`src/rtl/stopwatch_time_counter.sv`:
```
// ============================================================================
// Module   : stopwatch_time_counter
// Brief    : Hundredths timebase and SS.hh BCD counter with a lap-freeze display
// Revision : 1.0 - initial release
// ============================================================================
`default_nettype none

module stopwatch_time_counter #(
  parameter int CLK_FREQ_HZ = 100_000_000,
  parameter int TICK_HZ     = 100
) (
  input  logic        clk,
  input  logic        reset,
  input  logic        init_regs,
  input  logic        count_enabled,
  input  logic        split,
  output logic [15:0] disp_digits,
  output logic        frozen,
  output logic        wrap
);

  localparam int                c_DIV       = CLK_FREQ_HZ / TICK_HZ;
  localparam int                c_PW        = $clog2(c_DIV);
  localparam logic [c_PW-1:0]   c_PRESC_MAX = c_PW'(c_DIV - 1);

  logic [c_PW-1:0] r_presc;
  logic [15:0]     r_live;
  logic [15:0]     r_snap;
  logic            r_frozen;
  logic            r_wrap;

  logic            w_tick;
  logic [15:0]     w_inc;
  logic            w_rollover;

  assign w_tick = count_enabled && (r_presc == c_PRESC_MAX);

  // Ripple-carry BCD increment; sec_tens wraps at 5 to give 59.99 -> 00.00.
  always_comb begin
    w_inc      = r_live;
    w_rollover = 1'b0;
    if (r_live[3:0] != 4'd9) begin
      w_inc[3:0] = r_live[3:0] + 4'd1;
    end else begin
      w_inc[3:0] = 4'd0;
      if (r_live[7:4] != 4'd9) begin
        w_inc[7:4] = r_live[7:4] + 4'd1;
      end else begin
        w_inc[7:4] = 4'd0;
        if (r_live[11:8] != 4'd9) begin
          w_inc[11:8] = r_live[11:8] + 4'd1;
        end else begin
          w_inc[11:8] = 4'd0;
          if (r_live[15:12] != 4'd5) begin
            w_inc[15:12] = r_live[15:12] + 4'd1;
          end else begin
            w_inc[15:12] = 4'd0;
            w_rollover   = 1'b1;
          end
        end
      end
    end
  end

  always_ff @(posedge clk or posedge reset) begin
    if (reset) begin
      r_presc  <= '0;
      r_live   <= '0;
      r_snap   <= '0;
      r_frozen <= 1'b0;
      r_wrap   <= 1'b0;
    end else if (init_regs) begin
      r_presc  <= '0;
      r_live   <= '0;
      r_snap   <= '0;
      r_frozen <= 1'b0;
      r_wrap   <= 1'b0;
    end else begin
      r_wrap <= 1'b0;
      if (count_enabled) begin
        if (w_tick) begin
          r_presc <= '0;
          r_live  <= w_inc;
          r_wrap  <= w_rollover;
        end else begin
          r_presc <= r_presc + c_PW'(1);
        end
        // Snapshot captures the pre-increment value even on a tick edge.
        if (split) begin
          if (!r_frozen) begin
            r_snap   <= r_live;
            r_frozen <= 1'b1;
          end else begin
            r_frozen <= 1'b0;
          end
        end
      end
    end
  end

  assign disp_digits = r_frozen ? r_snap : r_live;
  assign frozen      = r_frozen;
  assign wrap        = r_wrap;

endmodule

`default_nettype wire

```
`config.mk`:
```
export PLATFORM = sky130hd
export DESIGN_NAME = stopwatch_time_counter
export DESIGN_NICKNAME = d
export VERILOG_FILES = /design/src/rtl/stopwatch_time_counter.sv
export SDC_FILE = /design/constraint.sdc
export NUM_CORES = 1
export LEC_CHECK = 0
export CORE_MARGIN = 3
export CORE_UTILIZATION = 60
export CTS_CLUSTER_DIAMETER = 150
export DETAILED_ROUTE_END_ITERATION = 8
export PLACE_DENSITY = 0.82
export SLEW_MARGIN = 40
export SYNTH_ARGS = -nofsm -noshare
export SYNTH_HDL_FRONTEND = slang
export SYNTH_SLANG_ARGS = --single-unit
```
`constraint.sdc`:
```
create_clock -name clk -period 2.9 [get_ports clk]
set_input_delay 0.58 -clock clk [delete_from_list [all_inputs] [get_ports clk]]
set_output_delay 0.58 -clock clk [all_outputs]
set_load 0.05 [all_outputs]
```
* After elaboration in Yosys (flattened, before gate mapping)
Cells that the tools add are included.
Storage, ports and cells: input bits 5, flip-flop bits (word level) 54, logic and storage cells 58, output and inout bits 18
Cells by class: add/sub/neg operators 5, reductions and logical operators 9, equal/unequal tests 8, multiplexer cells 28
Operator list (count):
- 2-to-1 mux 16 bit | 7
- 2-to-1 mux 20 bit | 3
- adder 20 x 1 -> 20 bit (second input constant) | 1
- == test 20 bit (second input constant) | 1
- 2-to-1 mux 4 bit | 5
- adder 4 x 1 -> 4 bit (second input constant) | 4
- 2-to-1 mux 12 bit | 1
- != test 4 bit (second input constant) | 3
- 2-to-1 mux 1 bit | 11
- 2-to-1 mux 8 bit | 1
- != test 2 bit (second input constant) | 3
- nonzero test 2 bit | 3
- AND reduction 5 bit | 1
- != test 4 x 3 -> 1 bit (second input constant) | 1
- AND reduction 2 bit | 2
- AND reduction 4 bit | 1
- AND reduction 3 bit | 1
- logical AND 1 bit | 1

* Logic depth before layout (Yosys ltp)
word-level depth 8, gate-level depth with buffers 8

* Least setup slack after synthesis
No wires, ideal clock.
path type register -> output, start reg r_frozen (netlist: frozen), end out disp_digits[13], data arrival time 2.012 ns, stages on the path, launching flop included 3, setup slack 0.308 ns, path buffers 1, cell sequence dfrtp_1 > clkbuf_1 > o21ai_0
On the way: longest elaborated chain between the ends 1
Ends and longest elaborated chain:
- start: declaration | RTL line 29 | logic r_frozen;
- start signal: assignment | RTL line 70 | r_frozen <= 1'b0;
- start signal: assignment | RTL line 76 | r_frozen <= 1'b0;
- start signal: assignment | RTL line 92 | r_frozen <= 1'b1;
- 2-to-1 mux 16 bit
- end: declaration | RTL line 17 | output logic [15:0] disp_digits,
No other way between the ends.

* Worst setup path in the final report
start reg r_frozen (netlist: frozen), end out disp_digits[11]
The elaborated chain is that of the path after synthesis.

==> results.md <==
- 0 antenna diodes ended up in the layout.
- The largest net degree at the start of global routing is 55.
- Hold repair after CTS inserted 0 buffers.
- The chip height is 76.4 um.
- The share of the cycle needed by the critical path after routing is between 90 and 100%.
- The run finished with clean final reports.
- The clock sink count is 54.
- The launch point of the worst reg-to-reg path is r_live[1]$_DFFE_PP0P_.
- The start-to-end type of the worst setup path is register to primary output.
- In the global route stage, met3 resource usage came out at 6.15%.
- Of all nets on the critical path, the largest fanout is 22.
- The aggregate negative setup slack is 0 ps.
- The reg-to-reg critical path endpoint is r_live[12]$_DFFE_PP0P_.
- The static leakage power is between 1 and 1.5 nW.
- Ranked by total cell area, the synthesized netlist is headed by dfrtp_1, mux2i_1, nor2_1, mux2_2, xor2_1.
- The number of routed nets with antenna violations is 0.
- Dividing the synthesized area by the synthesized cell count gives 9.95 um2.
- In this run the register-to-register setup slack is 770 ps.
- The first detailed-routing pass ran for 4 iterations.
- The async set-or-reset flop fraction in the synthesized netlist is 100%.
- The wire length of the first global-routing pass is between 10000 and 15000 um.
- The TritonCTS clock tree is done.
- The global routing usage summed across all routing layers is a little over a fifth.
- For the pin with the worst max-slew slack, the measured transition is 680 ps.
- The number of instances in the synthesized netlist is 299.
- STA puts the critical path data required time at 2320 ps.
- From synthesis to final layout, the design area changed by 12.2%.
- The initial standard-cell utilization of the core is 65.2%.
- For this run the aggregate overflow at the end of global routing stands at 0.
- The number of nets produced by synthesis is 313.
- Yosys printed 0 warnings.
- Fill cells in the final layout number 350.
- The worst setup path is captured at a primary output.
- The die covers 0.00584 mm2.
- The cell count of the worst reg-to-reg path is 7.
- The worst hold path begins at r_snap[3]$_DFFE_PP0P_.
- At the end of routability-driven placement, the weighted congestion stood at 0.871.
- The critical path data arrival time is 2070 ps.
- Dividing the detail-routed wire length by the instance count gives between 15 and 20 um.
- The fmax is 377 MHz.
- The worst-case hold path end point is r_snap[3]$_DFFE_PP0P_.
- The area inside the core boundary is 0.00456 mm2.
- At the later pin of the worst-skew pair, clock insertion delay measures 310 ps.
- The area of the multi-input gates is 0.00154 mm2.
- For this run, global-route usage on met1 was measured as 29.3%.
- Counting instances, the worst hold path has a depth of 2.
- The flip-flop and latch count after synthesis is 54.
- The count of buffers from port buffering is 22.
- The class of the tightest hold or removal check is register to register.
- The tool flagged a number of max-cap violations equal to 0.
- After synthesis, the netlist uses 44 different library cells.
- After layout, the minimum clock period comes to 2650 ps.
- Traced cell by cell, the critical path runs through mux2_2, clkdlybuf4s50_1.
- The worst slack on hold paths is about 530 ps.
- The type of origin of the critical path is a register.
- The detailed router finished its first iteration with around 170 violations.
- The clock-pin slew reported for the worst setup and hold paths after clock tree synthesis is 90 ps.
- The number of nets in the layout is 333.
- The post-detailed-placement half-perimeter wirelength is 4010 um.
- At the end of the flow the core is filled with cells to 73.1%.
- The synthesized netlist occupies a cell area of between 0.002 and 0.003 mm2.
- The setup-violating endpoint count in the final report is 0.
- The number of flops mapped to enable cells by yosys is 0.
- The total routed wirelength is approximately 5900 um.
- The row count is 24.
- The top-area cell type share of the netlist area is a little under half.
- Setup repair after global routing left no endpoint under its margin.
- The worst clock skew on the final layout is 5.83 ps.
- In the synthesized netlist the dominant register cell turns out to be dfrtp_1.
- After detailed routing, the number of vias per cell comes to approximately 5.7.
- The setup fix buffers added after clock tree synthesis is 0.
- The total CTS buffers is 5.
- The post-layout total power is 0.00128 W.
- The clock passes through at most 2 buffers.
- Summing over every cut layer, the via total after detailed routing is between 2000 and 2500.
- The depth of the CTS H-tree is 2.
- The total count of hold-check failures in the final report is 0.
- The max-slew violation total from the final report is 0.
- For this run, the slowest stage of the critical path takes 710 ps.
- Dividing total power by cell area gives a power density of 383 mW/mm2.
- After global routing, the most crowded layer is met2.
- The area taken by flip-flops and latches is ~0.0014 mm2.
- The critical path's slowest cell is clkdlybuf4s50_1.
- For this run, design rule violations remaining after detail routing come to 0.
- The number of global-route vias before repair is roughly 2100.
- Headroom to the max-slew limit came out at 54.7%.
- Including well taps, the total number of placed cells is 377.
- After synthesis, flip-flops and latches occupy a little under half of the total area.
- The largest area contributor in the netlist is dfrtp_1.
- The die span in x is 76.4 um.
- The number of antenna violations at the first check in global routing was 0.
- The met2 usage is 33.8%.
- 23 I/O pins were placed.
- The maximum vdd drop is approximately 0.39 mV.
- The share of layout cells above drive strength 1 is 12.5%.
- The cell sitting at the root of the clock tree is a clkbuf_8.
- The finished layout holds around 390 standard cells, fillers aside.
==> Yosys cell counts, types with 5 or more instances <==
cell      count
nor2_1       52
clkbuf_1      5
mux2_2       12
inv_1         9
mux2i_1      22
o21ai_0      11
nand2_1      17
dfrtp_1      54
or3_1         6
and2_1        5
nand3_1      12
xor2_1       13
a21oi_1       9
ha_1          9
nand4_1       8
==> timing repair <==
action	in CTS	in global routing
endpoints found under the hold margin	0	0
setup endpoints to repair	1	0
gates resized for setup	1	0
==> worst max path at each step <==
| stage | startpoint | endpoint | slack [ps] |
|---|---|---|---|
| 6_report | frozen$_DFFE_PP0P_ | disp_digits[11] | 250 |
| 5_1_grt | frozen$_DFFE_PP0P_ | disp_digits[5] | 160 |
| 4_1_cts | frozen$_DFFE_PP0P_ | disp_digits[11] | 230 |
| 3_5_place_dp | frozen$_DFFE_PP0P_ | disp_digits[11] | 360 |
| 3_3_place_gp | frozen$_DFFE_PP0P_ | disp_digits[6] | 380 |
| 2_1_floorplan | frozen$_DFFE_PP0P_ | disp_digits[13] | 310 |
==> layer usage <==
layer	routed length [um]	share of wire, %
met5	0	0
met4	87	1.5
met3	198	3.3
met2	2840	48
met1	2790	47
==> area by class of cell <==
| class | instances | area share [%] |
|---|---|---|
| multi-input combinational | 224 | 46.0 |
| sequential | 54 | 40.5 |
| timing repair buffer | 25 | 7.12 |
| clock buffer | 6 | 2.47 |
| tap | 65 | 2.44 |
| inverter | 9 | 1.01 |
| clock inverter | 2 | 0.375 |
==> through the flow <==
| stage | area [um2] | worst slack [ps] |
|---|---|---|
| 6_report | 3340 | 249 |
| 5_1_grt | 3340 | 164 |
| 4_1_cts | 3340 | 227 |
| 3_5_place_dp | 3240 | 362 |
| 3_3_place_gp | 3240 | 384 |
| 2_1_floorplan | 2980 | 308 |
==> cell families after synthesis <==
group,share of synthesized area [%]
adders and majority gates,3.78
AOI/OAI and AO/OA,6.01
DFF,45.4
and+or+nand+nor,24.9
muxes,11.9
buffers and inverters,2.94
xor gates and xnor gates,5.00
==> state kept, by name, indices dropped and copies added, names as in the netlist <==
name     cells
wrap         1
r_presc     20
r_live      16
frozen       1
r_snap      16
==> power by group <==
group          switching, W  total [W]  internal [W]
Combinational     0.0000471  0.0000712     0.0000242
Clock              0.000250   0.000442      0.000192
Sequential        0.0000105   0.000766      0.000756
==> cells in the final DEF, fill, tap and decap left out, types with 8 or more instances in the layout <==
cell type / instances
a21oi_1: 9
clkdlybuf4s50_1: 20
dfrtp_1: 53
ha_1: 9
inv_1: 8
mux2_2: 12
mux2i_1: 22
nand2_1: 17
nand3_1: 12
nand4_1: 8
nor2_1: 52
o21ai_0: 11
xor2_1: 13
==> critical path: cells and delay by family, from the launching register on <==
kind                   cells  cell delay, ps
buffers and inverters      1             710
DFF                        1             640
muxes                      1             400
(Power assumes the default switching activity.)
